--- src/rtl/tile_rom_arbiter.sv ---
// Shares one pipelined tile/sprite ROM among N_REQ requesters: requester 0 (pixel mapper)
// wins outright during the visible area, the rest are served round-robin.
module tile_rom_arbiter #(
    parameter int N_REQ   = 3,
    parameter int ADDR_W  = 15,
    parameter int DATA_W  = 4,
    parameter int ROM_LAT = 1
) (
    input  logic                      vga_clk,
    input  logic                      reset_n,
    input  logic                      display_active,
    input  logic [N_REQ-1:0]          req,
    input  logic [N_REQ*ADDR_W-1:0]   req_addr,
    output logic [N_REQ-1:0]          gnt,
    output logic [ADDR_W-1:0]         rom_addr,
    input  logic [DATA_W-1:0]         rom_q,
    output logic [N_REQ-1:0]          rd_valid,
    output logic [DATA_W-1:0]         rd_data,
    output logic                      busy
);

    localparam int IDX_W = (N_REQ > 1) ? $clog2(N_REQ) : 1;

    logic [IDX_W-1:0] ptr;
    logic [IDX_W-1:0] gnt_idx;
    logic [IDX_W-1:0] scan_idx;
    logic             rr_grant;
    int               scan_i;
    logic [N_REQ-1:0] tag_pipe [ROM_LAT];

    // Grants are gated by reset_n so nothing reaches the ROM while reset is held.
    always_comb begin
        gnt      = '0;
        gnt_idx  = '0;
        rr_grant = 1'b0;
        scan_i   = 0;
        scan_idx = '0;
        if (reset_n) begin
            if (display_active && req[0]) begin
                gnt[0] = 1'b1;
            end else begin
                for (int k = 0; k < N_REQ; k++) begin
                    scan_i = int'(ptr) + k;
                    if (scan_i >= N_REQ) begin
                        scan_i = scan_i - N_REQ;
                    end
                    scan_idx = IDX_W'(scan_i);
                    if (!rr_grant && req[scan_idx]) begin
                        gnt[scan_idx] = 1'b1;
                        gnt_idx       = scan_idx;
                        rr_grant      = 1'b1;
                    end
                end
            end
        end
    end

    always_comb begin
        rom_addr = '0;
        for (int i = 0; i < N_REQ; i++) begin
            if (gnt[i]) begin
                rom_addr = req_addr[i*ADDR_W +: ADDR_W];
            end
        end
    end

    // Priority grants leave the pointer alone so RR order resumes after the visible line.
    always_ff @(posedge vga_clk or negedge reset_n) begin
        if (!reset_n) begin
            ptr <= IDX_W'(1);
        end else if (rr_grant) begin
            if (gnt_idx == IDX_W'(N_REQ - 1)) begin
                ptr <= '0;
            end else begin
                ptr <= gnt_idx + 1'b1;
            end
        end
    end

    always_ff @(posedge vga_clk or negedge reset_n) begin
        if (!reset_n) begin
            for (int i = 0; i < ROM_LAT; i++) begin
                tag_pipe[i] <= '0;
            end
        end else begin
            tag_pipe[0] <= gnt;
            for (int i = 1; i < ROM_LAT; i++) begin
                tag_pipe[i] <= tag_pipe[i-1];
            end
        end
    end

    always_comb begin
        busy = 1'b0;
        for (int i = 0; i < ROM_LAT; i++) begin
            busy = busy | (|tag_pipe[i]);
        end
    end

    assign rd_valid = tag_pipe[ROM_LAT-1];
    assign rd_data  = rom_q;

endmodule

--- config.mk ---
export PLATFORM = sky130hd
export DESIGN_NAME = tile_rom_arbiter
export DESIGN_NICKNAME = d
export VERILOG_FILES = /design/src/rtl/tile_rom_arbiter.sv
export SDC_FILE = /design/constraint.sdc
export NUM_CORES = 1
export LEC_CHECK = 0
export BUFFER_PORTS_ARGS = -buffer_cell sky130_fd_sc_hd__buf_2
export CAP_MARGIN = 40
export CORE_MARGIN = 4
export CORE_UTILIZATION = 42
export CTS_BUF_LIST = sky130_fd_sc_hd__clkbuf_8 sky130_fd_sc_hd__clkbuf_16
export DETAILED_ROUTE_END_ITERATION = 8
export MAX_ROUTING_LAYER = met4
export PLACE_DENSITY = 0.86
export SLEW_MARGIN = 15
export SYNTH_ARGS = -nofsm -noshare
export SYNTH_HDL_FRONTEND = slang
export SYNTH_SLANG_ARGS = --single-unit
--- constraint.sdc ---
create_clock -name vga_clk -period 7.5 [get_ports vga_clk]
set_input_delay 1.5 -clock vga_clk [delete_from_list [all_inputs] [get_ports vga_clk]]
set_output_delay 1.5 -clock vga_clk [all_outputs]
set_load 0.02 [all_outputs]
# [Word-level counts from Yosys, hierarchy flattened]
# Cells that the tools add are included.
[word_totals] ff_bits=5 in_bits=55 output_inout_bits=26
[op_classes] addsub=6 n_lt_le_gt_ge=9 n_eq_ne=1 mux=49 n_bitwise=2 n_reduce_logical=9
[ops] operator="15-bit two-way mux" count=3
[ops] operator="2-bit two-way mux" count=16
[ops] operator="3-bit two-way mux" count=8
[ops] operator="1-bit two-way mux" count=16
[ops] operator="2-bit by 3-bit < comparator with 1-bit output, second input constant" count=3
[ops] operator="1-bit binary-select mux with 2-bit select" count=3
[ops] operator="1-bit demux with 2-bit select" count=3
[ops] operator="2-bit by 1-bit greater-or-equal comparator with 1-bit output, second input constant" count=3
[ops] operator="3-bit by 2-bit greater-or-equal comparator with 1-bit output, second input constant" count=2
[ops] operator="1-bit logical AND" count=6
[ops] operator="3-bit OR" count=2
[ops] operator="2-bit subtractor, second input constant" count=3
[ops] operator="2-bit by 1-bit adder with 3-bit output, second input constant" count=1
[ops] operator="2-bit by 2-bit adder with 3-bit output, second input constant" count=1
[ops] operator="3-bit OR reduction" count=1
[ops] operator="2-bit by 1-bit adder with 2-bit output, second input constant" count=1
[ops] operator="2-bit == test, second input constant" count=1
[ops] operator="2-bit greater-or-equal comparator, second input constant" count=1
[ops] operator="1-bit logical NOT" count=2

# [Depth between registers and ports, before layout]
[logic_depth] ltp_word=22 depth_mapped=10

# [Worst setup path after synthesis]
# OpenSTA, ideal clock, no wires.
[synth_path] path_type="input-to-output" from="in req[0]" to="out rom_addr[0]" arrival_ns=3.223 t_required_ns=6.000 path_slack_ns=2.777 cell_stages=8 cell_sequence="buf_2 mux2i_2 o41ai_2 o2111ai_1 a41oi_2 nand3b_4 buf_6 o221ai_2"
[synth_between] elab_chain_cells=18 elab_cells_between_ends=32 classes_between="mux (25); bitwise (2); reduce/logical (5)"
[synth_rtl] element="start, declared" line_no="12" rtl="input logic [N_REQ-1:0] req,"
[synth_rtl] element="1-bit binary-select mux with 2-bit select" line_no="48" rtl="if (!rr_grant && req[scan_idx]) begin"
[synth_rtl] element="1-bit two-way mux (not written as such)" line_no="48"
[synth_rtl] element="1-bit two-way mux" line_no="48"
[synth_rtl] element="1-bit two-way mux" line_no="39" rtl="if (display_active && req[0]) begin"
[synth_rtl] element="1-bit two-way mux" line_no="38" rtl="if (reset_n) begin"
[synth_rtl] element="1-bit logical NOT" line_no="48"
[synth_rtl] element="1-bit logical AND" line_no="48"
[synth_rtl] element="1-bit two-way mux" line_no="48"
[synth_rtl] element="1-bit two-way mux" line_no="39"
[synth_rtl] element="1-bit two-way mux" line_no="38"
[synth_rtl] element="1-bit logical NOT" line_no="48"
[synth_rtl] element="1-bit logical AND" line_no="48"
[synth_rtl] element="3-bit two-way mux" line_no="48"
[synth_rtl] element="1-bit two-way mux (*)" line_no="39"
[synth_rtl] element="3-bit two-way mux (*)" line_no="38"
[synth_rtl] element="via gnt[0]" line_no="14" rtl="output logic [N_REQ-1:0] gnt,"
[synth_rtl] element="15-bit two-way mux (*) (3 in series)" line_no="61" rtl="if (gnt[i]) begin"
[synth_rtl] element="end, declared" line_no="15" rtl="output logic [ADDR_W-1:0] rom_addr,"
# Mark *: on every way through the listed nets, which the timed path passes. The rest lies on a longest branch. The select of a mux whose other input is x is not followed.

# [Final worst setup path]
[layout_path] from="in req[2]" to="out rom_addr[0]"
[layout_between] elab_chain_cells=18 elab_cells_between_ends=31 classes_between="mux (25); bitwise (2); reduce/logical (4)"
[layout_rtl] element="1-bit binary-select mux with 2-bit select" line_no="48"
[layout_rtl] element="1-bit two-way mux (not written as such)" line_no="48"
[layout_rtl] element="1-bit two-way mux" line_no="48"
[layout_rtl] element="1-bit two-way mux" line_no="39"
[layout_rtl] element="1-bit two-way mux" line_no="38"
[layout_rtl] element="1-bit logical NOT" line_no="48"
[layout_rtl] element="1-bit logical AND" line_no="48"
[layout_rtl] element="1-bit two-way mux" line_no="48"
[layout_rtl] element="1-bit two-way mux" line_no="39"
[layout_rtl] element="1-bit two-way mux" line_no="38"
[layout_rtl] element="1-bit logical NOT" line_no="48"
[layout_rtl] element="1-bit logical AND" line_no="48"
[layout_rtl] element="3-bit two-way mux (*)" line_no="48"
[layout_rtl] element="1-bit two-way mux" line_no="39"
[layout_rtl] element="3-bit two-way mux (*)" line_no="38"
[layout_rtl] element="15-bit two-way mux (2 in series)" line_no="61"
[layout_rtl] element="15-bit two-way mux (*)" line_no="61"
# Mark *: on every way between the ends. The rest lies on a longest branch, timed or not. The select of a mux whose other input is x is not followed.

==> results.cfg <==
[status]
status = completed

[cells_and_area]
antenna_cells = 0
layout.nets = 258
drive_gt1_share_pct = 47.0
final-seq-area_sq_um = 126
syn2layout_area_growth_pct = 36.5
fin_cells = 226
fillers = 218
multi_input_area_sq_um = 712

[clocking]
clk_latency_ns = 0.23
cts_hold_buf = 0
cts.reportedPaths.clkPinSlew_ns = 0.04
cts.path.max_buffers = 2
cts_sinks = 5
cts_setup_buffers = 0
htreeDepth = 1
cts_made_buffers = 3
cts-root-buf = clkbuf_8
cts_tree = done
cts_resized = 0

[worst_setup_path]
critPathCaptureType = output port
r2r_slack_ns = 4.97
crit_path_max_fanout = 17
reg2regPathDepth = 6
criticalPathCategory = input pin to output port
crit_arrival_ns = 3.45
cp.required_ns = 6.00
setup.worst_path.start_class = input pin

[synth]
async_flop_share_pct = 100
synth_top_area_cell = o221ai_2
syn_avg_cell_area_sq_um = 7.46
synth_ff_type = dfrtp_1
yosys.cell_count.top_type = nand2_1
synth_area_leaders = o221ai_2 15%, nand2_1 14%, dfrtp_1 10%
yosys.cell_types.count = 44
yosys.area.top_type_share_pct = 15.0
ys_ff_latch = 5
synth_commonest_cells = 36 x nand2_1, 21 x inv_1, 10 x o221ai_2
synth_edf_count = 0
synth.net_count = 193
synth_warnings = 0
synthesis.area_sq_um = 1000
yosysSeqAreaShare_pct = 12.6
synthCells = 134

[sta]
hold_viol_final = 0
fmax_mhz = 202
slew_headroom_pct = 60.3
setup_violations = 0
finClkSkew_ns = 0.00309
maxSlewViolCount = 0
tightest_slew_ns = 0.594
worst_slack_ns = 2.55
layout_min_cycle_time_ns = 4.95
period_share_pct = 65.9
tns_ns = 0
rsz0062_at_grt = no

[routing]
drt.antenna.violating_nets = 0
drc = 0
via_per_inst = 5.25
wl_per_cell_um = 13.0
drt_iter0_markers = 28
drt_pre_antenna_iters = 4
num_vias = 1187
wl_um = 2940

[hold_path]
hp-class = flop to flop
hold-path-cell-count = 1

[floorplanning]
die_area_sq_mm = 0.00322
dieWidth_um = 56.8
start_util_pct = 44.8
core_sq_mm = 0.00223
rows = 17
die_height_um = 56.8
io_pins = 81

[power]
switchingPower_mw = 0.284
swShare_pct = 54.5
powerDensity_mw_per_mm2 = 381
clock_power_share_pct = 9.8
seq_power_share_pct = 9.2
p_leak_nw = 0.735
p_int_mw = 0.237
vdd_drop_max_v = 0.000202
p_comb_share_pct = 81.0

[placed_design]
place.gp.congestion = 0.788
dp_slack_ns = 2.56
hpwl_um = 2440
dp.cells = 222
portBuffers = 72

[global_routing]
grt_pass1_wl_um = 4740
grt_max_degree = 34
antenna_found_initial = 0
grt.total_usage_pct = 18.7
overflow = 0
grt_pass1_vias = 1129

[run]
cap_violations = 0
-- layer usage --
layer  vias up  GRT usage [%]  wire length [um]
met3         2           3.91               202
met1       525           21.4              1180
met5         -              -                 0
li1        603              -                 -
met2        57           33.3              1540
met4         0           3.97                18
-- worst max-delay path, stage by stage --
cell      delay (ns)
buf_2           0.13
and2_1          0.15
o41ai_2         0.37
a211oi_1        0.19
nor3_4          0.54
nand2_1         0.17
o221ai_2        0.20
buf_2           0.20
-- placed cells by master (no fill, tap or decap), types with 2 or more instances in the layout --
master,count
nand3b_1,2
and2_1,2
buf_2,72
inv_1,22
o31ai_1,2
a21oi_1,3
nand2_1,36
dfrtp_1,4
nor2b_1,2
o221ai_2,10
o221ai_1,5
ha_1,4
mux2i_1,2
clkbuf_8,3
-- state kept, by name, summed over array words and instances, names as in the netlist --
name      flops
rd_valid      3
ptr           2
-- final timing paths --
path / to / from
worst max-delay path: rom_addr[0] / req[2]
worst min-delay path: ptr[0] / ptr[0]
worst max register to register: ptr[1] / ptr[0]
worst min register to register: ptr[0] / ptr[0]
max in group asynchronous: ptr[0] / reset_n
min in group asynchronous: rd_valid[1] / reset_n
-- power groups by stage --
stage,clock network (mW),logic [mW],registers (mW)
final,0.0507,0.421,0.0480
after global routing,0.0549,0.460,0.0501
after CTS,0.0525,0.425,0.0483
after detailed placement,0,0.423,0.0486
after global placement,0,0.421,0.0479
after floorplan,0,0.327,0.0541
-- metrics by stage --
step                power, mW  util, %  area (sq um)  hold WS, ns
finish                  0.520     61.1          1370        0.588
global route            0.565     61.1          1370        0.604
CTS                     0.526     61.1          1370        0.592
detailed placement      0.472     59.1          1320        0.586
global placement        0.469     59.1          1320        0.587
floorplan               0.381        -          1000        0.565
-- final cells by class --
type	count	area share (%)
multi-input cells	95	52.2
repair buffers	73	26.9
flip-flops and latches	5	9.26
inverters	21	5.77
clock buffers	3	3.02
well taps	28	2.57
clock inverters	1	0.275
-- cells by family (layout without fill, tap and decap cells) --
group | count (synthesis) | count (layout) | share of synthesized area, %
compound gates | 36 | 36 | 36.4
fa+ha+maj | 4 | 4 | 5.01
buf+inv | 34 | 98 | 16.4
flops | 5 | 5 | 12.6
mux | 3 | 3 | 3.38
simple gates | 52 | 52 | 26.2
(Power assumes the default switching activity.)
